--- src/rtl/qnet_cmd_tx_mux_pkg.sv ---
// qnet_cmd_tx_mux_pkg
//   Shared constants, types and helpers for the network command TX mux:
//   sync byte, beat field offsets, FSM state enum, FIFO entry layout,
//   saturating counter increment and beat0 header builder.
package qnet_cmd_tx_mux_pkg;

  localparam logic [7:0] SYNC_BYTE = 8'h5A;

  localparam int OP_W     = 5;
  localparam int DT_W     = 32;
  localparam int MASK_MAX = 4;   // widest supported link count
  localparam int BEAT_W   = 64;
  localparam int CNT_W    = 16;

  // beat0 field offsets (LSB position inside the 64-bit word)
  localparam int SYNC_OFS = 56;
  localparam int SEQ_OFS  = 40;
  localparam int EFF_OFS  = 32;
  localparam int OP_OFS   = 24;

  typedef enum logic [2:0] {
    ST_IDLE  = 3'd0,
    ST_LOAD  = 3'd1,
    ST_BEAT0 = 3'd2,
    ST_BEAT1 = 3'd3,
    ST_BEAT2 = 3'd4
  } state_e;

  // Mask is stored at the widest size so the entry layout does not depend on NCH.
  typedef struct packed {
    logic [OP_W-1:0]     op;
    logic [MASK_MAX-1:0] mask;
    logic [DT_W-1:0]     dt1;
    logic [DT_W-1:0]     dt2;
    logic [DT_W-1:0]     dt3;
  } entry_t;

  localparam int ENTRY_W = $bits(entry_t);

  function automatic logic [CNT_W-1:0] sat_inc(input logic [CNT_W-1:0] v);
    return (v == {CNT_W{1'b1}}) ? v : v + 1'b1;
  endfunction

  function automatic logic [BEAT_W-1:0] beat0_word(input logic [15:0]     seq,
                                                   input logic [7:0]      eff,
                                                   input logic [OP_W-1:0] op);
    logic [BEAT_W-1:0] w;
    w = '0;
    w[SYNC_OFS +: 8]  = SYNC_BYTE;
    w[SEQ_OFS  +: 16] = seq;
    w[EFF_OFS  +: 8]  = eff;
    w[OP_OFS   +: 8]  = {3'b000, op};
    return w;
  endfunction

endpackage

--- src/rtl/qnet_cmd_tx_mux_if.sv ---
// qnet_cmd_if / qnet_axis_if
//   qnet_cmd_if : tProc command port. master = command source, slave = mux.
//     cmd, op[4:0], ch_mask[NCH-1:0], dt1/dt2/dt3[31:0] toward the mux; ready back.
//   qnet_axis_if: per-link AXI-Stream TX bus. master = mux, slave = Aurora side.
//     tdata[NCH*64-1:0] (link k at [64k+63:64k]), tvalid, tlast toward links; tready back.
interface qnet_cmd_if #(parameter int NCH = 2);
  import qnet_cmd_tx_mux_pkg::*;

  logic                cmd;
  logic [OP_W-1:0]     op;
  logic [NCH-1:0]      ch_mask;
  logic [DT_W-1:0]     dt1;
  logic [DT_W-1:0]     dt2;
  logic [DT_W-1:0]     dt3;
  logic                ready;

  modport master (output cmd, op, ch_mask, dt1, dt2, dt3, input ready);
  modport slave  (input cmd, op, ch_mask, dt1, dt2, dt3, output ready);
endinterface

interface qnet_axis_if #(parameter int NCH = 2);
  import qnet_cmd_tx_mux_pkg::*;

  logic [NCH*BEAT_W-1:0] tdata;
  logic [NCH-1:0]        tvalid;
  logic [NCH-1:0]        tlast;
  logic [NCH-1:0]        tready;

  modport master (output tdata, tvalid, tlast, input tready);
  modport slave  (input tdata, tvalid, tlast, output tready);
endinterface

--- src/rtl/qnet_cmd_tx_mux_sfifo.sv ---
// qnet_sfifo
//   Single-clock FIFO, DEPTH = 2**AW. Data written in cycle N is visible on
//   rd_data_o in cycle N+1. A write into a full FIFO is accepted when a read
//   happens in the same cycle (count unchanged).
//   clk_i, rst_ni      clock, async active-low reset
//   wr_en_i/wr_data_i  write port
//   rd_en_i/rd_data_o  read port (show-ahead: rd_data_o is the head entry)
//   full_o, empty_o, count_o  occupancy
module qnet_sfifo #(
  parameter int WIDTH = 8,
  parameter int AW    = 3
) (
  input  logic             clk_i,
  input  logic             rst_ni,
  input  logic             wr_en_i,
  input  logic [WIDTH-1:0] wr_data_i,
  input  logic             rd_en_i,
  output logic [WIDTH-1:0] rd_data_o,
  output logic             full_o,
  output logic             empty_o,
  output logic [AW:0]      count_o
);
  localparam int DEPTH = 1 << AW;

  logic [WIDTH-1:0] mem_q [DEPTH];
  logic [AW-1:0]    wr_ptr_q, rd_ptr_q;
  logic [AW:0]      count_q;
  logic             wr_ok, rd_ok;

  assign full_o  = (count_q == (AW+1)'(DEPTH));
  assign empty_o = (count_q == '0);
  assign count_o = count_q;

  assign rd_ok = rd_en_i & ~empty_o;
  assign wr_ok = wr_en_i & (~full_o | rd_ok);

  assign rd_data_o = mem_q[rd_ptr_q];

  always_ff @(posedge clk_i) begin
    if (wr_ok) mem_q[wr_ptr_q] <= wr_data_i;
  end

  always_ff @(posedge clk_i or negedge rst_ni) begin
    if (!rst_ni) begin
      wr_ptr_q <= '0;
      rd_ptr_q <= '0;
      count_q  <= '0;
    end else begin
      if (wr_ok) wr_ptr_q <= wr_ptr_q + 1'b1;
      if (rd_ok) rd_ptr_q <= rd_ptr_q + 1'b1;
      case ({wr_ok, rd_ok})
        2'b10:   count_q <= count_q + 1'b1;
        2'b01:   count_q <= count_q - 1'b1;
        default: count_q <= count_q;
      endcase
    end
  end

endmodule

--- src/rtl/qnet_cmd_tx_mux.sv ---
// qnet_cmd_tx_mux
//   Buffers tProc network commands, frames each as a 2- or 3-beat 64-bit
//   AXI-Stream packet and sends it on one or several of NCH links with
//   per-link backpressure and channel_up gating.
//   c_clk_i, c_rst_ni   core clock, async active-low reset
//   cmd_if (slave)      command strobe/op/mask/payload in, ready out
//   channel_up_i        per-link Aurora channel_up
//   m_axis (master)     per-link tdata/tvalid/tlast out, tready in
//   busy_o              FSM active or FIFO holding entries
//   seq_o               sequence number of the next packet
//   drop/skip/abort_cnt_o  saturating event counters
//
//   state  | meaning
//   IDLE   | nothing in flight, waiting for a FIFO entry
//   LOAD   | pop entry, compute effective link mask
//   BEAT0  | header beat (sync, seq, eff, op)
//   BEAT1  | payload {dt1, dt2}; last beat when op[4]=0
//   BEAT2  | payload {dt3, 0}; last beat of a 3-beat packet
module qnet_cmd_tx_mux
  import qnet_cmd_tx_mux_pkg::*;
#(
  parameter int NCH     = 2,
  parameter int FIFO_AW = 3
) (
  input  logic             c_clk_i,
  input  logic             c_rst_ni,
  qnet_cmd_if.slave        cmd_if,
  input  logic [NCH-1:0]   channel_up_i,
  qnet_axis_if.master      m_axis,
  output logic             busy_o,
  output logic [CNT_W-1:0] seq_o,
  output logic [CNT_W-1:0] drop_cnt_o,
  output logic [CNT_W-1:0] skip_cnt_o,
  output logic [CNT_W-1:0] abort_cnt_o
);

  state_e              state_q, state_d;
  logic [NCH-1:0]      pend_q, pend_d;
  logic [NCH-1:0]      eff_q, eff_d;
  logic [7:0]          hdr_eff_q, hdr_eff_d;
  logic [OP_W-1:0]     op_q, op_d;
  logic [DT_W-1:0]     dt1_q, dt1_d, dt2_q, dt2_d, dt3_q, dt3_d;
  logic [CNT_W-1:0]    seq_q, seq_d;
  logic [CNT_W-1:0]    drop_q, drop_d, skip_q, skip_d, abort_q, abort_d;

  entry_t              wr_entry, rd_entry;
  logic                fifo_wr, fifo_rd, fifo_full, fifo_empty;
  logic [FIFO_AW:0]    fifo_count;

  logic                in_beat, last_beat, more;
  logic [NCH-1:0]      hs, lost, eff_rem, pend_rem;
  logic [MASK_MAX-1:0] eff_wide;
  logic [BEAT_W-1:0]   beat_data;

  assign wr_entry = '{op: cmd_if.op, mask: MASK_MAX'(cmd_if.ch_mask),
                      dt1: cmd_if.dt1, dt2: cmd_if.dt2, dt3: cmd_if.dt3};

  assign fifo_wr      = cmd_if.cmd & ~fifo_full;
  assign fifo_rd      = (state_q == ST_LOAD);
  assign cmd_if.ready = ~fifo_full;

  qnet_sfifo #(.WIDTH(ENTRY_W), .AW(FIFO_AW)) u_fifo (
    .clk_i     (c_clk_i),
    .rst_ni    (c_rst_ni),
    .wr_en_i   (fifo_wr),
    .wr_data_i (wr_entry),
    .rd_en_i   (fifo_rd),
    .rd_data_o (rd_entry),
    .full_o    (fifo_full),
    .empty_o   (fifo_empty),
    .count_o   (fifo_count)
  );

  assign in_beat   = (state_q == ST_BEAT0) || (state_q == ST_BEAT1) || (state_q == ST_BEAT2);
  assign last_beat = (state_q == ST_BEAT2) || ((state_q == ST_BEAT1) && !op_q[4]);
  // A write this cycle lets the next packet start without an extra IDLE cycle.
  assign more      = ~fifo_empty | fifo_wr;
  assign hs        = m_axis.tvalid & m_axis.tready;
  assign lost      = in_beat ? (eff_q & ~channel_up_i) : '0;
  assign eff_rem   = eff_q & ~lost;
  assign pend_rem  = pend_q & ~hs & ~lost;
  assign eff_wide  = rd_entry.mask & MASK_MAX'(channel_up_i);

  always_comb begin
    state_d   = state_q;
    pend_d    = pend_q;
    eff_d     = eff_q;
    hdr_eff_d = hdr_eff_q;
    op_d      = op_q;
    dt1_d     = dt1_q;
    dt2_d     = dt2_q;
    dt3_d     = dt3_q;
    seq_d     = seq_q;
    skip_d    = skip_q;
    abort_d   = (|lost) ? sat_inc(abort_q) : abort_q;
    drop_d    = (cmd_if.cmd & fifo_full) ? sat_inc(drop_q) : drop_q;

    case (state_q)
      ST_IDLE: begin
        if (more) state_d = ST_LOAD;
      end
      ST_LOAD: begin
        op_d  = rd_entry.op;
        dt1_d = rd_entry.dt1;
        dt2_d = rd_entry.dt2;
        dt3_d = rd_entry.dt3;
        if (eff_wide == '0) begin
          skip_d  = sat_inc(skip_q);
          state_d = ST_IDLE;
        end else begin
          eff_d     = eff_wide[NCH-1:0];
          pend_d    = eff_wide[NCH-1:0];
          hdr_eff_d = 8'(eff_wide[NCH-1:0]);
          state_d   = ST_BEAT0;
        end
      end
      ST_BEAT0, ST_BEAT1, ST_BEAT2: begin
        eff_d  = eff_rem;
        pend_d = pend_rem;
        if (eff_rem == '0) begin
          // every target link went down: abandon the packet, seq unchanged
          pend_d  = '0;
          state_d = ST_IDLE;
        end else if (pend_rem == '0) begin
          pend_d = eff_rem;
          if (last_beat) begin
            seq_d   = seq_q + 1'b1;
            state_d = more ? ST_LOAD : ST_IDLE;
          end else if (state_q == ST_BEAT0) begin
            state_d = ST_BEAT1;
          end else begin
            state_d = ST_BEAT2;
          end
        end
      end
      default: state_d = ST_IDLE;
    endcase
  end

  always_ff @(posedge c_clk_i or negedge c_rst_ni) begin
    if (!c_rst_ni) begin
      state_q   <= ST_IDLE;
      pend_q    <= '0;
      eff_q     <= '0;
      hdr_eff_q <= '0;
      op_q      <= '0;
      dt1_q     <= '0;
      dt2_q     <= '0;
      dt3_q     <= '0;
      seq_q     <= '0;
      drop_q    <= '0;
      skip_q    <= '0;
      abort_q   <= '0;
    end else begin
      state_q   <= state_d;
      pend_q    <= pend_d;
      eff_q     <= eff_d;
      hdr_eff_q <= hdr_eff_d;
      op_q      <= op_d;
      dt1_q     <= dt1_d;
      dt2_q     <= dt2_d;
      dt3_q     <= dt3_d;
      seq_q     <= seq_d;
      drop_q    <= drop_d;
      skip_q    <= skip_d;
      abort_q   <= abort_d;
    end
  end

  // Header uses the mask latched at LOAD so tdata stays stable if a link drops mid-beat.
  always_comb begin
    case (state_q)
      ST_BEAT0: beat_data = beat0_word(seq_q, hdr_eff_q, op_q);
      ST_BEAT1: beat_data = {dt1_q, dt2_q};
      ST_BEAT2: beat_data = {dt3_q, 32'h0};
      default:  beat_data = '0;
    endcase
  end

  assign m_axis.tdata  = {NCH{beat_data}};
  assign m_axis.tvalid = in_beat ? pend_q : '0;
  assign m_axis.tlast  = last_beat ? pend_q : '0;

  assign busy_o      = (state_q != ST_IDLE) || (fifo_count != '0);
  assign seq_o       = seq_q;
  assign drop_cnt_o  = drop_q;
  assign skip_cnt_o  = skip_q;
  assign abort_cnt_o = abort_q;

endmodule
--- src/flat_wrapper.sv ---
// flat-port wrapper written by rule: the top's interface ports become plain ports
module qnet_cmd_tx_mux_flat import qnet_cmd_tx_mux_pkg::*;
#(
  parameter int NCH     = 2,
  parameter int FIFO_AW = 3
)
  (c_clk_i, c_rst_ni, channel_up_i, busy_o, seq_o, drop_cnt_o, skip_cnt_o, abort_cnt_o, cmd_if_cmd, cmd_if_op, cmd_if_ch_mask, cmd_if_dt1, cmd_if_dt2, cmd_if_dt3, cmd_if_ready, m_axis_tdata, m_axis_tvalid, m_axis_tlast, m_axis_tready);
  qnet_cmd_if #(.NCH(NCH)) cmd_if_i ();
  qnet_axis_if #(.NCH(NCH)) m_axis_i ();
  input  logic c_clk_i;
  input  logic c_rst_ni;
  input  logic [NCH-1:0] channel_up_i;
  output logic busy_o;
  output logic [CNT_W-1:0] seq_o;
  output logic [CNT_W-1:0] drop_cnt_o;
  output logic [CNT_W-1:0] skip_cnt_o;
  output logic [CNT_W-1:0] abort_cnt_o;
  input wire logic [$bits(cmd_if_i.cmd)-1:0] cmd_if_cmd;
  input wire logic [$bits(cmd_if_i.op)-1:0] cmd_if_op;
  input wire logic [$bits(cmd_if_i.ch_mask)-1:0] cmd_if_ch_mask;
  input wire logic [$bits(cmd_if_i.dt1)-1:0] cmd_if_dt1;
  input wire logic [$bits(cmd_if_i.dt2)-1:0] cmd_if_dt2;
  input wire logic [$bits(cmd_if_i.dt3)-1:0] cmd_if_dt3;
  output wire logic [$bits(cmd_if_i.ready)-1:0] cmd_if_ready;
  output wire logic [$bits(m_axis_i.tdata)-1:0] m_axis_tdata;
  output wire logic [$bits(m_axis_i.tvalid)-1:0] m_axis_tvalid;
  output wire logic [$bits(m_axis_i.tlast)-1:0] m_axis_tlast;
  input wire logic [$bits(m_axis_i.tready)-1:0] m_axis_tready;
  assign cmd_if_i.cmd = cmd_if_cmd;
  assign cmd_if_i.op = cmd_if_op;
  assign cmd_if_i.ch_mask = cmd_if_ch_mask;
  assign cmd_if_i.dt1 = cmd_if_dt1;
  assign cmd_if_i.dt2 = cmd_if_dt2;
  assign cmd_if_i.dt3 = cmd_if_dt3;
  assign cmd_if_ready = cmd_if_i.ready;
  assign m_axis_tdata = m_axis_i.tdata;
  assign m_axis_tvalid = m_axis_i.tvalid;
  assign m_axis_tlast = m_axis_i.tlast;
  assign m_axis_i.tready = m_axis_tready;
  qnet_cmd_tx_mux #(.NCH(NCH), .FIFO_AW(FIFO_AW)) u_core (.c_clk_i(c_clk_i), .c_rst_ni(c_rst_ni), .cmd_if(cmd_if_i), .channel_up_i(channel_up_i), .m_axis(m_axis_i), .busy_o(busy_o), .seq_o(seq_o), .drop_cnt_o(drop_cnt_o), .skip_cnt_o(skip_cnt_o), .abort_cnt_o(abort_cnt_o));
endmodule
--- config.mk ---
export PLATFORM = sky130hd
export DESIGN_NAME = qnet_cmd_tx_mux_flat
export DESIGN_NICKNAME = d
export VERILOG_FILES = /design/src/rtl/qnet_cmd_tx_mux_pkg.sv /design/src/rtl/qnet_cmd_tx_mux_if.sv /design/src/rtl/qnet_cmd_tx_mux_sfifo.sv /design/src/rtl/qnet_cmd_tx_mux.sv /design/src/flat_wrapper.sv
export SDC_FILE = /design/constraint.sdc
export NUM_CORES = 1
export LEC_CHECK = 0
export CAP_MARGIN = 20
export CORE_MARGIN = 1
export CORE_UTILIZATION = 40
export CTS_CLUSTER_SIZE = 24
export DETAILED_ROUTE_END_ITERATION = 7
export PLACE_DENSITY_LB_ADDON = 0.05
export SETUP_SLACK_MARGIN = 0.3
export SLEW_MARGIN = 30
export SYNTH_ARGS = -nofsm -noshare
export SYNTH_HDL_FRONTEND = slang
export SYNTH_SLANG_ARGS = --single-unit
--- constraint.sdc ---
create_clock -name c_clk_i -period 17.4 [get_ports c_clk_i]
set_input_delay 3.48 -clock c_clk_i [delete_from_list [all_inputs] [get_ports c_clk_i]]
set_output_delay 3.48 -clock c_clk_i [all_outputs]
set_load 0.01 [all_outputs]
==> results.toml <==
[placed_design]
gp_congestion = 0.788
dpl.cell_count = 3569
portBuffers = 307
dp_hpwl_um = 55400

[floorplanning]
floorplan.rows = 115
initial_utilization_pct = 40.3
die_y_um = 317
coreArea_um2 = 98300
dieWidth_um = 317
die_area_um2 = 100000
ioPinCount = 308

[setup_path]
cp-end-kind = "output pin"
cp-start-kind = "register"
cp_num_buf_inv = 3
worstRegToRegCells = 6
critical-path-max-stage-delay_ns = 1.03
slowest_stage = "dfrtp_2"
cp.required_ns = 13.92
crit_fanout = 39
r2r_setup_slack_ns = 13.68
crit_chain = "inv_2 -> nor3b_2 -> buf_4 -> a22o_1 -> clkdlybuf4s50_1"
cp.arrival_ns = 3.43
reg2reg_from = "u_core.state_q[0]"
crit_type = "reg -> out"
r2r-end = "u_core.dt3_q[6]"
path_delay_family = "buffers and inverters"

[pwr]
power_per_cell_area_nw_per_um2 = 167
p_leak_nw = 16.0
peakVddDrop_uv = 109

[timing]
fin_worst_skew_ns = 0.0257
max_freq_mhz = 145
hold_violations = 0
finalSetupTns_ns = 0
min_period_ns = 6.91
slew_headroom_pct = 32.3
rsz0062_at_grt = "no"
setup_viol = 0
post-route-period-util_pct = 39.7
tightest_slew_ns = 1.02
drv_slew = 0
whs_ns = 0.489

[route]
drt_first_pass_iters = 5
drt-initial-drc-count = 1215
drt_wl_total_um = 94600
drc = 0
wl_per_cell_um = 25.0
vias = 19800
routed_via_density = 5.24
ant_nets = 0

[global_routing]
grt_max_degree = 129
grt_pass1_wl_um = 138000
grt_pass1_vias = 20400
grt_use_total_pct = 19.0
antenna_found_initial = 12
overflow = 0

[worst_hold_path]
hold_start = "u_core.abort_cnt_o[6]"
hold_depth = 1
worstHoldEndpoint = "u_core.abort_cnt_o[6]"
hp-class = "reg -> reg"

[clocking]
path_clk_slew_ns = 0.06
cts_max_level = 3
tritoncts = "built"
cts_buffers = 108
cts_setup_buffers = 0
cts_hold_buffers = 0
clockRootBuffer = "clkbuf_16"
clk_latency_ns = 0.67
cts_sinks = 1008
clockBufferDepth = 3
cts_resized = 0

[synth]
syn-cell-area_um2 = 39600
synth_cell_types = 56
synth-seq-cells = 1008
yosys_warnings = 0
synth-edff-count = 824
synth-async-reset-ratio_pct = 18.3
syn_inst = 2109
yosysSeqAreaShare_pct = 74.0
synth-main-ff-cell = "edfxtp_1"
synth_nets = 2228
synth.avg_cell_area_um2 = 18.8

[cells_and_area]
seqCellArea_um2 = 29400
num-nets-final = 2513
fin_cells = 3780
final_common_cell = "edfxtp_1"
nFillCells = 8264
layout-drive-gt1-share_pct = 17.2
mostFrequentLayoutCells = "edfxtp_1 (824), clkdlybuf4s50_1 (306), mux4_2 (203)"
synthToLayoutAreaGrowth_pct = 19.5
multi_input_area_um2 = 9420

[run]
maxCapViolCount = 0

[run_status]
status = "finished, final reports clean"
-- worst max-delay path by stage --
stage | slack, ns | to | cells past startpoint | from
2_1_floorplan | 3.19 | u_core.u_fifo.mem_q[0][0] | 2 | cmd_if_cmd
3_3_place_gp | 10.55 | u_core.u_fifo.mem_q[4][74] | 5 | cmd_if_cmd
3_5_place_dp | 10.61 | u_core.u_fifo.mem_q[2][44] | 5 | cmd_if_cmd
4_1_cts | 10.43 | m_axis_tdata[35] | 5 | u_core.state_q[0]
5_1_grt | 10.32 | m_axis_tdata[35] | 5 | u_core.state_q[0]
6_report | 10.49 | m_axis_tdata[35] | 5 | u_core.state_q[0]
-- per-stage QoR --
stage | instance area (um2) | setup slack [ns] | util (%) | power, mW
2_1_floorplan | 39600 | 3.19 | - | 4.92
3_3_place_gp | 43800 | 10.55 | 44.5 | 5.72
3_5_place_dp | 43800 | 10.61 | 44.5 | 5.76
4_1_cts | 47300 | 10.43 | 48.1 | 8.04
5_1_grt | 47400 | 10.32 | 48.2 | 8.31
6_report | 47400 | 10.49 | 48.2 | 7.91
-- cell usage after synthesis (2+ instances only) --
cell type	count	area share (%)
o211ai_1	3	0.057
a31oi_1	6	0.095
inv_1	8	0.076
xor2_1	14	0.31
nand3b_1	3	0.057
dfrtp_1	184	12
o22ai_1	3	0.047
edfxtp_1	824	62
nand2b_1	6	0.095
and3_1	14	0.22
buf_1	26	0.25
a22oi_1	2	0.038
nor2_1	126	1.2
nor3_1	5	0.063
buf_2	29	0.37
nor4_2	2	0.063
a21oi_1	109	1.4
nor2b_1	9	0.14
nor3b_1	2	0.038
nor4_1	3	0.047
mux2_2	7	0.20
nand4_1	27	0.43
nand2_1	65	0.62
buf_4	70	1.3
and2_1	31	0.49
o21ai_0	32	0.40
nand3_1	26	0.33
clkbuf_1	37	0.35
ha_1	9	0.28
a22o_1	11	0.24
xnor2_1	54	1.2
and4_1	7	0.15
mux4_2	203	12
mux2i_1	130	3.3
-- report_power, final --
part,switching (mW),internal (mW),total [mW]
combinational,1.25,1.04,2.29
clock,0.916,1.34,2.26
sequential,0.273,3.08,3.36
-- per-layer routing --
layer | part of all wire [%] | GRT usage, % | vias to the layer above
li1 | - | - | 8850
met1 | 44 | 25.3 | 10300
met2 | 50 | 31.9 | 462
met3 | 4.4 | 3.31 | 140
met4 | 2.1 | 5.34 | 18
met5 | 0.13 | 0 | -
-- kinds of logic after synthesis --
group / count (synthesis) / synth area share [%]
compound gates: 177 / 2.59
xor+xnor: 68 / 1.50
fa+ha+maj: 9 / 0.284
buf+inv: 171 / 2.37
flops: 1008 / 74.0
mux: 341 / 15.0
simple gates: 335 / 4.18
-- layout make-up --
class / instances / area share [%]
diodes: 3 / 0.0158
clock buffers: 154 / 6.39
clock inverters: 52 / 1.06
inverters: 9 / 0.0713
multi-input cells: 930 / 19.9
flip-flops and latches: 1008 / 62.0
well taps: 1287 / 3.40
repair buffers: 337 / 7.23
-- registers in the layout, summed over array words and instances, names as in the netlist --
register and flops:
u_core.dt3_q 32, u_core.drop_cnt_o 16, u_core.u_fifo.rd_ptr_q 3, u_core.u_fifo.mem_q 824, u_core.skip_cnt_o 16, u_core.state_q 3
u_core.seq_o 16, u_core.u_fifo.count_o 4, u_core.hdr_eff_q 2, u_core.eff_q 2, u_core.pend_q 2, u_core.dt2_q 32
u_core.abort_cnt_o 16, u_core.op_q 5, u_core.u_fifo.wr_ptr_q 3, u_core.dt1_q 32
-- worst reg2reg max path, delay by kind of cell (launching register included) --
family,cells,cell delay [ns]
buffers and inverters,3,1.96
DFF,1,1.03
and+or+nand+nor,2,0.46
AOI/OAI and AO/OA,1,0.17
Note: power is estimated with default switching activity, not from simulation.
